## src/rtl/core_lsu_port.sv

```systemverilog
// LSU initiator port: turns one load/store request into a single word-aligned
// bus transaction, with lane steering, load extension and fault/timeout reporting.
module core_lsu_port #(
  parameter int unsigned AW             = 32,
  parameter int unsigned DW             = 32,
  parameter int unsigned TIMEOUT_CYCLES = 15
) (
  input  logic          i_clk,
  input  logic          i_rst_n,
  input  logic          i_clk_en,
  input  logic          i_req_valid,
  output logic          o_req_ready,
  input  logic          i_req_we,
  input  logic [2:0]    i_req_funct3,
  input  logic [AW-1:0] i_req_addr,
  input  logic [DW-1:0] i_req_wdata,
  output logic          o_rsp_valid,
  output logic [DW-1:0] o_rsp_rdata,
  output logic          o_rsp_err,
  output logic [1:0]    o_rsp_cause,
  output logic          o_busy,
  output logic          o_lsu_read,
  output logic [AW-1:0] o_r_lsu_addr,
  input  logic [DW-1:0] i_r_lsu_data,
  input  logic          i_lsu_ack,
  output logic          o_lsu_write,
  output logic [AW-1:0] o_w_lsu_addr,
  output logic [3:0]    o_w_lsu_byte_en,
  output logic [DW-1:0] o_w_lsu_data
);

  localparam int unsigned CW = 8;

  localparam logic [1:0] CAUSE_MISALIGN = 2'b01;
  localparam logic [1:0] CAUSE_ILLEGAL  = 2'b10;
  localparam logic [1:0] CAUSE_TIMEOUT  = 2'b11;

  typedef enum logic [1:0] {S_IDLE, S_ISSUE, S_WAIT, S_FAULT} state_t;

  state_t        state;
  logic          we_q;
  logic [2:0]    f3_q;
  logic [1:0]    off_q;
  logic [CW-1:0] cnt;

  logic          illegal;
  logic          misaligned;
  logic [AW-1:0] word_addr;
  logic [DW-1:0] st_data;
  logic [3:0]    st_be;
  logic [DW-1:0] shifted;
  logic [DW-1:0] ld_data;
  logic [CW-1:0] cnt_next;

  assign word_addr = {i_req_addr[AW-1:2], 2'b00};
  assign cnt_next  = cnt + CW'(1);

  // Request legality, evaluated on the incoming request before acceptance
  always_comb begin
    illegal    = 1'b0;
    misaligned = 1'b0;
    if (i_req_we) begin
      illegal = !(i_req_funct3 inside {3'b000, 3'b001, 3'b010});
    end else begin
      illegal = i_req_funct3 inside {3'b011, 3'b110, 3'b111};
    end
    misaligned = ((i_req_funct3[1:0] == 2'b01) && i_req_addr[0]) ||
                 ((i_req_funct3 == 3'b010) && (i_req_addr[1:0] != 2'b00));
  end

  // Store lane replication and byte enables
  always_comb begin
    st_data = i_req_wdata;
    st_be   = 4'b1111;
    case (i_req_funct3[1:0])
      2'b00: begin
        st_data = {4{i_req_wdata[7:0]}};
        st_be   = 4'b0001 << i_req_addr[1:0];
      end
      2'b01: begin
        st_data = {2{i_req_wdata[15:0]}};
        st_be   = 4'b0011 << i_req_addr[1:0];
      end
      default: begin
        st_data = i_req_wdata;
        st_be   = 4'b1111;
      end
    endcase
  end

  // Load lane extraction and sign/zero extension
  always_comb begin
    shifted = i_r_lsu_data >> {off_q, 3'b000};
    ld_data = shifted;
    case (f3_q)
      3'b000:  ld_data = {{24{shifted[7]}}, shifted[7:0]};
      3'b100:  ld_data = {24'h000000, shifted[7:0]};
      3'b001:  ld_data = {{16{shifted[15]}}, shifted[15:0]};
      3'b101:  ld_data = {16'h0000, shifted[15:0]};
      default: ld_data = shifted;
    endcase
  end

  always_ff @(posedge i_clk or negedge i_rst_n) begin
    if (!i_rst_n) begin
      state           <= S_IDLE;
      we_q            <= 1'b0;
      f3_q            <= 3'b000;
      off_q           <= 2'b00;
      cnt             <= '0;
      o_req_ready     <= 1'b1;
      o_busy          <= 1'b0;
      o_rsp_valid     <= 1'b0;
      o_rsp_rdata     <= '0;
      o_rsp_err       <= 1'b0;
      o_rsp_cause     <= 2'b00;
      o_lsu_read      <= 1'b0;
      o_r_lsu_addr    <= '0;
      o_lsu_write     <= 1'b0;
      o_w_lsu_addr    <= '0;
      o_w_lsu_byte_en <= 4'b0000;
      o_w_lsu_data    <= '0;
    end else if (i_clk_en) begin
      // Pulses default low; response fields are zero unless a response fires
      o_rsp_valid <= 1'b0;
      o_rsp_rdata <= '0;
      o_rsp_err   <= 1'b0;
      o_rsp_cause <= 2'b00;
      o_lsu_read  <= 1'b0;
      o_lsu_write <= 1'b0;
      case (state)
        S_IDLE: begin
          if (i_req_valid) begin
            we_q        <= i_req_we;
            f3_q        <= i_req_funct3;
            off_q       <= i_req_addr[1:0];
            o_req_ready <= 1'b0;
            o_busy      <= 1'b1;
            if (illegal || misaligned) begin
              state       <= S_FAULT;
              o_rsp_valid <= 1'b1;
              o_rsp_err   <= 1'b1;
              o_rsp_cause <= illegal ? CAUSE_ILLEGAL : CAUSE_MISALIGN;
            end else begin
              state <= S_ISSUE;
              if (i_req_we) begin
                o_lsu_write     <= 1'b1;
                o_w_lsu_addr    <= word_addr;
                o_w_lsu_byte_en <= st_be;
                o_w_lsu_data    <= st_data;
              end else begin
                o_lsu_read   <= 1'b1;
                o_r_lsu_addr <= word_addr;
              end
            end
          end
        end
        S_ISSUE: begin
          // Responder latency is at least one cycle, so ack is not sampled here
          state <= S_WAIT;
          cnt   <= '0;
        end
        S_WAIT: begin
          if (i_lsu_ack) begin
            state       <= S_IDLE;
            o_req_ready <= 1'b1;
            o_busy      <= 1'b0;
            o_rsp_valid <= 1'b1;
            o_rsp_rdata <= we_q ? '0 : ld_data;
          end else if (cnt_next == CW'(TIMEOUT_CYCLES)) begin
            state       <= S_IDLE;
            o_req_ready <= 1'b1;
            o_busy      <= 1'b0;
            o_rsp_valid <= 1'b1;
            o_rsp_err   <= 1'b1;
            o_rsp_cause <= CAUSE_TIMEOUT;
          end else begin
            cnt <= cnt_next;
          end
        end
        S_FAULT: begin
          state       <= S_IDLE;
          o_req_ready <= 1'b1;
          o_busy      <= 1'b0;
        end
      endcase
    end
  end

endmodule

```

## config.mk

```make
export PLATFORM = sky130hd
export DESIGN_NAME = core_lsu_port
export DESIGN_NICKNAME = d
export VERILOG_FILES = /design/src/rtl/core_lsu_port.sv
export SDC_FILE = /design/constraint.sdc
export NUM_CORES = 1
export LEC_CHECK = 0
export BUFFER_PORTS_ARGS = -buffer_cell sky130_fd_sc_hd__buf_2
export CAP_MARGIN = 20
export CORE_MARGIN = 5
export CORE_UTILIZATION = 52
export CTS_BUF_LIST = sky130_fd_sc_hd__clkbuf_4
export CTS_CLUSTER_DIAMETER = 200
export CTS_CLUSTER_SIZE = 16
export DETAILED_ROUTE_END_ITERATION = 10
export GPL_TIMING_DRIVEN = 0
export PLACE_DENSITY = 0.89
export SLEW_MARGIN = 20
export SYNTH_ARGS = -nofsm -noshare
export SYNTH_HDL_FRONTEND = slang
export SYNTH_SLANG_ARGS = --single-unit
```

## constraint.sdc

```tcl
create_clock -name i_clk -period 2.15 [get_ports i_clk]
set_input_delay 0.5375 -clock i_clk [delete_from_list [all_inputs] [get_ports i_clk]]
set_output_delay 0.5375 -clock i_clk [all_outputs]
set_load 0.01 [all_outputs]
```

# After elaboration in Yosys (flattened, before gate mapping)
# Cells that the tools add are included.
# W data, S select, Z words.
[word_totals]
regBits = 152
inputBits = 105
output_inout_bits = 140
elab_cells = 104
[classes]
addsub = 1
eq_ne = 17
n_shift = 3
muxes = 44
n_bitwise = 2
reduce_logical = 20
[op_table]
columns = ["operator", "n"]
rows = [
  ["$pmux W32 S4", 1],
  ["$mux W32", 3],
  ["$pmux W32 S2", 1],
  ["$shr A32 B5 Y32", 1],
  ["$mux W1", 20],
  ["$mux W2", 9],
  ["$mux W8", 2],
  ["$pmux W8 S2", 1],
  ["$eq A3 B3 Y1 const B", 4],
  ["$reduce_and A5 Y1", 2],
  ["$reduce_bool A3 Y1", 3],
  ["$add A8 B1 Y8 const B", 1],
  ["$eq A8 B4 Y1 const B", 1],
  ["$pmux W2 S4", 1],
  ["$pmux W4 S2", 1],
  ["$reduce_and A4 Y1", 2],
  ["$eq A3 B1 Y1 const B", 2],
  ["$eq A3 B2 Y1 const B", 2],
  ["$logic_not A3 Y1", 2],
  ["$ne A2 B2 Y1 const B", 3],
  ["$pmux W1 S3", 2],
  ["$reduce_and A3 Y1", 2],
  ["$eq A2 B1 Y1 const B", 2],
  ["$eq A2 B2 Y1 const B", 2],
  ["other kinds (11)", 17],
]

# Logic depth before layout (Yosys ltp)
# Gate-level depths: netlist of run 1.
[logic_depth]
word_depth = 8
depth_mapped = 8
depth_no_buf = 7

# Worst setup path before layout of run 1
# OpenSTA, ideal clock, no wires.
[synth_timing]
path_type = "input port to flip-flop"
start = "input port i_req_funct3[0]"
end = "register o_w_lsu_addr[18]"
setup_time_ns = 0.125
t_arrival_ns = 1.839
setup_slack_ns = 0.186
path_stages = 7
cell_sequence = "buf_2 nor2_1 a22oi_1 nand3b_4 buf_4 buf_4 mux2_2"
[synth_between]
elab_chain_len = 7
elab_cells_between_ends = 17
[synth_lines]
columns = ["item", "line", "rtl"]
rows = [
  ["start: declaration", "14", "input logic [2:0] i_req_funct3,"],
  ["$eq A3 B1 Y1, or another cell as far along", "63", "illegal = !(i_req_funct3 inside {3'b000, 3'b001, 3'b010});"],
  ["$reduce_bool A3 Y1", "63", ""],
  ["$logic_not A1 Y1", "63", ""],
  ["$mux W1", "62", "if (i_req_we) begin"],
  ["$logic_or A1 B1 Y1 (*)", "139", "if (illegal || misaligned) begin"],
  ["$not A1 Y1 (no line) (*)", "-", ""],
  ["$reduce_and A5 Y1 (no line) (*)", "-", ""],
  ["end signal: assignment", "148", "o_w_lsu_addr <= word_addr;"],
  ["end: declaration", "27", "output logic [AW-1:0] o_w_lsu_addr,"],
]
# Mark *: on every way between the ends. The rest lies on a longest branch, timed or not.
# A chain may end at the register's enable or synchronous reset.

# Final worst setup path of run 1
[layout_timing]
start = "register off_q[1]"
end = "register o_rsp_rdata[22]"
[layout_between]
elab_chain_len = 5
[layout_lines]
columns = ["item", "line", "rtl"]
rows = [
  ["start: declaration", "43", "logic [1:0] off_q;"],
  ["start signal: assignment", "136", "off_q <= i_req_addr[1:0];"],
  ["$shr A32 B5 Y32", "93", "shifted = i_r_lsu_data >> {off_q, 3'b000};"],
  ["$pmux W32 S4", "95", "case (f3_q)"],
  ["$mux W32", "169", "o_rsp_rdata <= we_q ? '0 : ld_data;"],
  ["$mux W32", "164", "if (i_lsu_ack) begin"],
  ["$mux W32", "131", "case (state)"],
  ["end signal: assignment", "169", ""],
  ["end: declaration", "18", "output logic [DW-1:0] o_rsp_rdata,"],
]
# Every way passes these cells.

==> results of run 1 <==
## critical path, stage by stage, from the launching register on
cell and delay, ns:
dfrtp_1 0.35, clkbuf_1 0.27, nor2b_2 0.38, nand2_1 0.08, o21ai_0 0.12, o211a_1 0.34
buf_2 0.27, a211o_1 0.15
## cells in the mapped netlist, drive strengths merged (3+ instances only)
cell type / number
a21oi: 24
nor2: 26
buf: 29
a211o: 8
clkbuf: 13
mux2: 76
nand3: 5
o21ai: 56
and3: 3
a221o: 10
dfrtp: 151
nor4: 4
o21a: 3
nor3: 4
mux2i: 42
nand2b: 4
nand2: 77
inv: 8
o2bb2ai: 17
## flip-flops by register name, summed over array words and instances (netlist names)
| name | flops |
|---|---|
| o_rsp_valid | 1 |
| o_rsp_err | 1 |
| o_rsp_rdata | 32 |
| state | 2 |
| off_q | 2 |
| o_req_ready | 1 |
| we_q | 1 |
| o_w_lsu_data | 32 |
| f3_q | 3 |
| o_r_lsu_addr | 30 |
| o_lsu_write | 1 |
| o_w_lsu_byte_en | 4 |
| cnt | 8 |
| o_rsp_cause | 2 |
| o_busy | 1 |
| o_lsu_read | 1 |
| o_w_lsu_addr | 30 |
## repair_timing
action,CTS,global route
resized for setup,0,1
setup endpoints to repair,0,3
hold buffers,1,0
hold endpoints to repair,63,0
## final timing paths
kind | end | cells past startpoint | startpoint
min reg2reg | o_req_ready | 2 | o_req_ready
min in group asynchronous | o_rsp_rdata[4] | 2 | i_rst_n
max reg2reg | o_rsp_rdata[22] | 7 | off_q[1]
min | o_w_lsu_addr[2] | 2 | i_req_addr[2]
max in group asynchronous | o_r_lsu_addr[17] | 3 | i_rst_n
max | o_rsp_rdata[22] | 7 | off_q[1]
## area by class of cell
class / count / share of cell area
diodes: 2 / 0.000569
multi-input cells: 399 / 0.332
well taps: 176 / 0.0250
inverters: 8 / 0.00341
plain buffers: 42 / 0.0260
clock buffers: 17 / 0.0145
flip-flops and latches: 152 / 0.433
repair buffers: 240 / 0.141
clock inverters: 14 / 0.0252
## layer usage
layer	vias to the layer above	track usage
met3	51	0.104
met1	2850	0.299
met2	304	0.411
met4	4	0.102
li1	2675	-
met5	-	0
## power groups by stage
stage | registers, mW | clock network (mW) | logic (mW)
2_1_floorplan | 5.10 | 0 | 2.09
3_3_place_gp | 4.63 | 0 | 4.29
3_5_place_dp | 4.69 | 0 | 4.43
5_1_grt | 4.81 | 2.27 | 4.83
6_report | 4.66 | 2.10 | 4.42
4_1_cts | 4.64 | 2.16 | 4.44
## logic make-up (layout without fill, tap and decap cells)
kind of cell               after synthesis  count (layout)
buffers and inverters                   50             321
other                                    1               6
adders and majority gates                2               2
muxes                                  118             118
xor gates and xnor gates                 2               2
AOI/OAI and AO/OA                      137             137
and+or+nand+nor                        136             136
DFF                                    152             152
## per-stage QoR
step                std cells  total power [mW]  worst slack, ns
floorplan                 601              7.19            0.186
global route             1050              11.9         0.000665
detailed placement       1016              9.12           -0.163
CTS                      1048              11.2            0.124
finish                   1050              11.2            0.130
global placement         1015              8.92            -1.62
==> results.py, run 1 <==
metrics = {
    "run_status": {
        "status": "completed",
    },
    "placement": {
        "io_buffers": 238,
        "hpwlAfterDp_mm": 15.1,
        "placed_cell_area_um2": 8430,
        "place_congestion": 0.894,
    },
    "layout": {
        "fin_area_um2": 8800,
        "syn_to_final_growth_pct": 26.3,
        "multiInputGateArea_um2": 2920,
        "final_util": 0.667,
        "final_common_cell": "buf_2",
        "fillers": 968,
        "drive_gt1_frac": 0.443,
        "register_area_um2": 3800,
        "finalNetCount": 967,
        "layout_common_cells": "249 x buf_2, 151 x dfrtp_1, 77 x nand2_1",
    },
    "floorplanning": {
        "num_rows": 42,
        "die_h_um": 126,
        "fp.dieW_um": 126,
        "pin_count": 245,
        "dieArea_um2": 15800,
        "core_um2": 13200,
        "start_util": 0.528,
    },
    "logic_synthesis": {
        "synth_top_family_by_area": "multiplexers",
        "synth_edf_count": 0,
        "synth-compound-area-share": 0.130,
        "synthMuxAreaShare": 0.183,
        "synth.area.top_cells": "dfrtp_1 54%, mux2_2 12%, mux2i_1 6.0%, nand2_1 4.1%, o21ai_0 4.0%",
        "synth_xor_area_frac": 0.00251,
        "yosys.area.top_type": "dfrtp_1",
        "synth-simple-area-share": 0.0968,
        "ys_warn_count": 0,
        "yosysSeqAreaShare": 0.546,
        "netlist_instances": 598,
        "synth_top_area_share": 0.542,
        "syn_area_per_cell_um2": 11.6,
        "synth-adder-area-share": 0.00359,
        "syn_area_um2": 6970,
        "synth_cell_types": 55,
        "async_flop_share": 1.00,
        "synthFlopType": "dfrtp_1",
        "ys_ff_latch": 152,
    },
    "timing": {
        "setup-violations-final": 0,
        "layout_min_cycle_time_ns": 2.02,
        "whs_ns": 0.223,
        "fin_tns_setup_ns": 0,
        "final-max-slew-violation-count": 0,
        "tightest_slew_ns": 0.930,
        "hold_violations": 0,
        "rsz0062_at_grt": "no",
        "timing.final.crit_share": 0.940,
        "slew_headroom": 0.377,
        "skew_ns": 0.0177,
        "fmax_mhz": 495,
    },
    "clock_network": {
        "clock_path_buffers": 2,
        "cts_root_buffer": "clkbuf_4",
        "clock_latency_ns": 0.55,
        "cts_buffers": 17,
        "post-cts-setup-buffers": 0,
        "clock_sinks": 152,
        "clk_pin_slew_worst_paths_ns": 0.14,
        "cts_tree": "done",
        "ctsHtreeMaxLevel": 4,
    },
    "drt": {
        "route.detailed.drc": 0,
        "dr.pass1.iters": 5,
        "vias_per_cell": 5.60,
        "wirelength_mm": 19.8,
        "wl_met2_mm": 9.44,
        "wl_met3_mm": 2.19,
        "ant_nets": 0,
        "wl_met1_mm": 7.44,
        "drt_iter0_markers": 347,
        "top_layer": "met5",
        "vias": 5884,
        "wl_per_cell_um": 18.8,
    },
    "pwr": {
        "peakVddDrop_mv": 0.831,
        "leakagePower_nw": 4.63,
        "p_per_area_nw_per_um2": 1270,
        "p_switching_mw": 4.14,
        "internal_power_mw": 7.03,
        "power.share.clock": 0.188,
        "p_sw_frac": 0.370,
        "pwr-share-comb": 0.395,
        "seq_power_share": 0.417,
    },
    "setup_path": {
        "r2r_setup_slack_ns": 0.13,
        "arrival_ns": 2.50,
        "worstSetupStartpointType": "register",
        "worstPathRequired_ns": 2.63,
        "critPathCaptureType": "register",
        "cp_max_fo": 10,
        "critical_path_class": "register to register",
    },
    "flow_run": {
        "maxCapViolCount": 0,
    },
    "global_route": {
        "grt_pass1_wl_mm": 31.7,
        "antenna_found_initial": 3,
        "grt_max_degree": 89,
        "grt_overflow_total": 0,
        "grt_pass1_vias": 6045,
        "track_usage": 0.252,
    },
    "worst_hold_path": {
        "hp-class": "input pin to register",
    },
}
Note: power is estimated with default switching activity, not from simulation.
==> run 2: changes to the inputs <==
--- a/config.mk
+++ b/config.mk
@@ -15,6 +15,7 @@
 export DETAILED_ROUTE_END_ITERATION = 10
 export GPL_TIMING_DRIVEN = 0
 export PLACE_DENSITY = 0.89
+export RECOVER_POWER = 50
 export SLEW_MARGIN = 20
 export SYNTH_ARGS = -nofsm -noshare
 export SYNTH_HDL_FRONTEND = slang
==> run 2 against run 1 <==
Against the previous run: critical path type unchanged; first-iteration DRC count up 4.3%; maximum frequency up 0.22%; largest power group unchanged; core utilization down 0.62 points; largest cell class unchanged; cell area down 0.92%; flip-flop and latch count unchanged; non-clock buffer count unchanged; sequential share of layout area up 0.40 points; worst hold slack better by 0.0049 ns; via count about the same.
==> results.py, run 2 (synthesized netlist as in run 1, its figures left out) <==
metrics = {
    "pwr": {
        "seq_power_share": 0.421,
        "pwr-share-comb": 0.389,
        "p_sw_frac": 0.375,
        "power_mw": 11.1,
        "power.share.clock": 0.190,
        "p_per_area_nw_per_um2": 1270,
        "peakVddDrop_mv": 0.831,
        "leakagePower_nw": 4.42,
        "p_switching_mw": 4.15,
        "internal_power_mw": 6.93,
    },
    "drt": {
        "ant_nets": 0,
        "route.detailed.drc": 0,
        "wl_per_cell_um": 18.8,
        "vias_per_cell": 5.61,
        "wirelength_mm": 19.8,
        "drt_iter0_markers": 362,
        "dr.pass1.iters": 5,
        "vias": 5888,
    },
    "floorplanning": {
        "pin_count": 245,
        "dieArea_um2": 15800,
        "core_um2": 13200,
        "num_rows": 42,
        "die_h_um": 126,
        "start_util": 0.528,
        "fp.dieW_um": 126,
    },
    "layout": {
        "fillers": 1001,
        "register_area_um2": 3800,
        "drive_gt1_frac": 0.377,
        "final_util": 0.661,
        "largestRegisters": "o_rsp_rdata (32), o_w_lsu_data (32)",
        "finalNetCount": 967,
        "syn_to_final_growth_pct": 25.1,
        "multiInputGateArea_um2": 2920,
        "layout_common_cells": "192 x buf_2, 151 x dfrtp_1, 77 x nand2_1",
        "final_common_cell": "buf_2",
        "fin_area_um2": 8720,
    },
    "setup_path": {
        "arrival_ns": 2.49,
        "reg2reg_depth": 7,
        "r2r_setup_slack_ns": 0.13,
        "worstSetupStartpointType": "register",
        "critPathCaptureType": "register",
        "critical_path_class": "register to register",
        "reg2reg_to": "o_rsp_rdata[22]",
        "worstReg2RegStart": "off_q[1]",
        "worstPathRequired_ns": 2.62,
        "cp_max_fo": 10,
    },
    "worst_hold_path": {
        "hp-class": "input pin to register",
        "worstHoldStart": "i_req_addr[6]",
        "min_to": "o_w_lsu_addr[6]",
        "whs_path_depth": 2,
    },
    "timing": {
        "layout_min_cycle_time_ns": 2.02,
        "hold_violations": 0,
        "fin_tns_setup_ns": 0,
        "final-max-slew-violation-count": 0,
        "slew_headroom": 0.360,
        "skew_ns": 0.0178,
        "setup-violations-final": 0,
        "rsz0062_at_grt": "no",
        "tightest_slew_ns": 0.957,
        "fmax_mhz": 496,
        "timing.final.crit_share": 0.938,
        "setup_ws_ns": 0.134,
    },
    "clock_network": {
        "cts_buffers": 17,
        "clock_latency_ns": 0.54,
        "cts_root_buffer": "clkbuf_4",
        "clk_pin_slew_worst_paths_ns": 0.14,
        "ctsHtreeMaxLevel": 4,
        "post-cts-setup-buffers": 0,
        "clock_path_buffers": 2,
        "cts_tree": "done",
        "clock_sinks": 152,
    },
    "flow_run": {
        "maxCapViolCount": 0,
    },
    "global_route": {
        "antenna_found_initial": 3,
        "track_usage": 0.252,
        "grt_pass1_wl_mm": 31.7,
        "grt_pass1_vias": 6045,
        "grt_overflow_total": 0,
        "grt_max_degree": 89,
    },
    "placement": {
        "place_congestion": 0.894,
        "io_buffers": 238,
        "placed_cell_area_um2": 8430,
        "dp_slack_ns": -0.163,
        "hpwlAfterDp_mm": 15.1,
    },
    "run_status": {
        "status": "completed",
    },
}
## run 2: cell count changes in the layout (fill, tap and decap cells not counted)
| cell | change |
|---|---|
| buf_2 | -57 |
| clkbuf_1 | +56 |
| a21oi_1 | +1 |
| a21oi_2 | -1 |
| buf_8 | -1 |
| clkbuf_2 | +1 |
| clkbuf_4 | +1 |
## run 2: through the flow
step	std cells	hold WS, ns
after floorplan	601	0.242
after global placement	1015	0.440
after detailed placement	1016	0.445
after CTS	1048	0.157
after global routing	1050	0.170
final	1050	0.228
## run 2: area by class of cell
| cell class | count | area share |
|---|---|---|
| repair buffers | 240 | 0.133 |
| flip-flops and latches | 152 | 0.437 |
| plain buffers | 42 | 0.0261 |
| multi-input cells | 399 | 0.335 |
| clock inverters | 14 | 0.0254 |
| diodes | 2 | 0.000574 |
| inverters | 8 | 0.00345 |
| well taps | 176 | 0.0253 |
| clock buffers | 17 | 0.0146 |
## run 2: power by group through the flow
| stage | registers, mW | logic, mW | clock network (mW) |
|---|---|---|---|
| CTS | 4.64 | 4.44 | 2.16 |
| global placement | 4.63 | 4.29 | 0 |
| finish | 4.67 | 4.31 | 2.10 |
| detailed placement | 4.69 | 4.43 | 0 |
| floorplan | 5.10 | 2.09 | 0 |
| global route | 4.82 | 4.73 | 2.27 |
## run 2: worst max path at each step
| stage | from | endpoint | slack, ns | cells past startpoint |
|---|---|---|---|---|
| after global routing | cnt[0] | o_rsp_cause[1] | 0.0002 | 6 |
| after floorplan | i_req_funct3[0] | o_w_lsu_addr[18] | 0.19 | 7 |
| after global placement | i_rst_n | o_r_lsu_addr[15] | -1.62 | 1 |
| final | off_q[1] | o_rsp_rdata[22] | 0.13 | 7 |
| after detailed placement | i_req_addr[0] | o_w_lsu_addr[18] | -0.16 | 7 |
| after CTS | cnt[0] | o_rsp_cause[1] | 0.12 | 6 |
## run 2: layer usage
metal	track usage	wire length (um)	up-vias
met5	0	13	-
met3	0.104	2270	50
met2	0.411	9480	324
met1	0.299	7370	2837
li1	-	-	2675
met4	0.102	656	2
## run 2: what timing repair did
item	CTS	global route
hold endpoints to repair	63	0
setup endpoints to repair	0	3
gates resized for setup	0	1
hold buffers	1	0
## run 2: worst max-delay path, stage by stage, from the launching register on
cell and delay [ns]:
dfrtp_1 0.35, clkbuf_1 0.27, nor2b_2 0.38, nand2_1 0.08, o21ai_0 0.12, o211a_1 0.33
buf_2 0.27, a211o_1 0.15
==> run 3: changes to the inputs <==
--- a/config.mk
+++ b/config.mk
@@ -7,6 +7,7 @@
 export LEC_CHECK = 0
 export BUFFER_PORTS_ARGS = -buffer_cell sky130_fd_sc_hd__buf_2
 export CAP_MARGIN = 20
+export CORE_ASPECT_RATIO = 0.5
 export CORE_MARGIN = 5
 export CORE_UTILIZATION = 52
 export CTS_BUF_LIST = sky130_fd_sc_hd__clkbuf_4
==> run 3 against run 2 <==
Against the previous run: clock power down 12%; non-clock buffer count unchanged; largest power group unchanged; first-iteration DRC count up 19%; global-route usage down 1.1 points; clock skew up 0.021 ns.
==> results.py, run 3 (synthesized netlist as in run 1, its figures left out) <==
metrics = {
    "setup_path": {
        "critPathSlowestCell": "clkbuf_1",
        "critPathCaptureType": "register",
        "path_cells": "buf_4 -> clkbuf_1 -> mux2i_1 -> nor2_1 -> a211o_1",
        "cp_top_family": "buffers and inverters",
        "cp_max_fo": 10,
        "worstPathRequired_ns": 2.55,
        "max_stage_delay_ns": 0.67,
        "critPathBufInv": 2,
        "arrival_ns": 2.42,
        "worstSetupStartpointType": "register",
        "critical_path_class": "register to register",
    },
    "timing": {
        "tightest_slew_ns": 0.948,
        "slew_headroom": 0.368,
        "layout_min_cycle_time_ns": 2.02,
        "skew_ns": 0.0383,
        "hold_violations": 0,
        "whs_ns": 0.250,
        "final-max-slew-violation-count": 0,
        "fin_tns_setup_ns": 0,
        "timing.final.crit_share": 0.937,
        "fmax_mhz": 496,
        "setup-violations-final": 0,
    },
    "global_route": {
        "grt_pass1_wl_mm": 31.6,
        "antenna_found_initial": 0,
        "grt_overflow_total": 0,
        "track_usage": 0.241,
        "grt_pass1_vias": 6070,
        "grt_max_degree": 86,
    },
    "floorplanning": {
        "die_h_um": 91.8,
        "dieArea_um2": 16000,
        "num_rows": 29,
        "core_um2": 12900,
        "pin_count": 245,
        "fp.dieW_um": 174,
        "start_util": 0.541,
    },
    "placement": {
        "hpwlAfterDp_mm": 14.9,
        "place_congestion": 0.919,
        "placed_cell_area_um2": 8420,
        "io_buffers": 238,
    },
    "drt": {
        "wl_met1_mm": 7.89,
        "vias": 5837,
        "drt_iter0_markers": 432,
        "wl_per_cell_um": 18.7,
        "wl_met3_mm": 1.41,
        "wirelength_mm": 19.5,
        "dr.pass1.iters": 7,
        "wl_met2_mm": 9.82,
        "ant_nets": 0,
        "top_layer": "met4",
        "vias_per_cell": 5.60,
        "route.detailed.drc": 0,
    },
    "pwr": {
        "peakVddDrop_mv": 0.671,
        "p_sw_frac": 0.381,
        "power_mw": 10.8,
        "p_switching_mw": 4.12,
        "leakagePower_nw": 4.41,
        "p_per_area_nw_per_um2": 1250,
        "internal_power_mw": 6.69,
        "power.share.clock": 0.171,
        "seq_power_share": 0.432,
        "pwr-share-comb": 0.397,
    },
    "clock_network": {
        "clock_path_buffers": 2,
        "clock_sinks": 152,
        "clock_latency_ns": 0.53,
        "ctsHtreeMaxLevel": 4,
        "cts_root_buffer": "clkbuf_4",
        "cts_buffers": 17,
        "clk_pin_slew_worst_paths_ns": 0.14,
        "cts_tree": "done",
    },
    "layout": {
        "finalNetCount": 967,
        "fin_area_um2": 8650,
        "drive_gt1_frac": 0.382,
        "final_common_cell": "buf_2",
        "syn_to_final_growth_pct": 24.2,
        "largestRegisters": "o_rsp_rdata (32), o_w_lsu_data (32)",
        "layout_common_cells": "196 x buf_2, 150 x dfrtp_1, 77 x nand2_1",
        "num_antenna_cells": 0,
    },
    "run_status": {
        "status": "completed",
    },
    "worst_hold_path": {
        "hp-class": "input pin to register",
    },
    "flow_run": {
        "maxCapViolCount": 0,
    },
}
## run 3: cell types whose count changed in the layout (fill, tap and decap cells not counted), sizes merged
| cell | delta |
|---|---|
| buf | +3 |
| bufinv | -2 |
| clkbuf | -2 |
| clkinv | +3 |
| clkinvlp | +1 |
| diode | -2 |
| inv | -3 |
## run 3: metrics by stage
| step | cells | utilization | setup slack (ns) |
|---|---|---|---|
| 2_1_floorplan | 601 | - | 0.186 |
| 3_3_place_gp | 1009 | 0.651 | -1.56 |
| 3_5_place_dp | 1010 | 0.654 | -0.168 |
| 4_1_cts | 1042 | 0.677 | 0.116 |
| 5_1_grt | 1042 | 0.672 | -0.0158 |
| 6_report | 1042 | 0.672 | 0.134 |
## run 3: per-layer routing
layer,global-route usage,vias to the layer above
met1,0.297,2894
met2,0.419,241
met3,0.0657,30
met4,0.0757,0
met5,0,-
li1,-,2672
## run 3: power groups by stage
stage	Sequential (mW)	Clock, mW	Combinational, mW
2_1_floorplan	5.10	0	2.09
3_3_place_gp	4.61	0	4.24
3_5_place_dp	4.69	0	4.40
4_1_cts	4.64	1.88	4.40
5_1_grt	4.80	2.03	4.68
6_report	4.67	1.85	4.29
## run 3: timing repair
| action | CTS | global route |
|---|---|---|
| setup endpoints to repair | 0 | 5 |
| gates resized for setup | 0 | 3 |
| hold endpoints to repair | 67 | 0 |
| hold buffers | 1 | 0 |
| setup buffers | 0 | 0 |
## run 3: cell type report
class / count / area, um2
clock buffers: 18 / 135
clock inverters: 13 / 156
multi-input cells: 399 / 2920
plain buffers: 42 / 228
inverters: 8 / 30.0
fillers: 1015 / 4230
well taps: 170 / 213
flip-flops and latches: 152 / 3810
repair buffers: 240 / 1170
## run 3: final timing paths
kind                                   from                to  slack [ns]  cells after the start
max                                off_q[0]   o_rsp_rdata[21]        0.13                      5
min                          i_req_addr[24]  o_r_lsu_addr[24]        0.25                      2
max reg2reg                        off_q[0]   o_rsp_rdata[21]        0.13                      5
min reg2reg                o_w_lsu_data[23]  o_w_lsu_data[23]        0.50                      2
max in group asynchronous           i_rst_n            cnt[7]        0.49                      3
min in group asynchronous           i_rst_n  o_w_lsu_addr[14]        0.72                      2
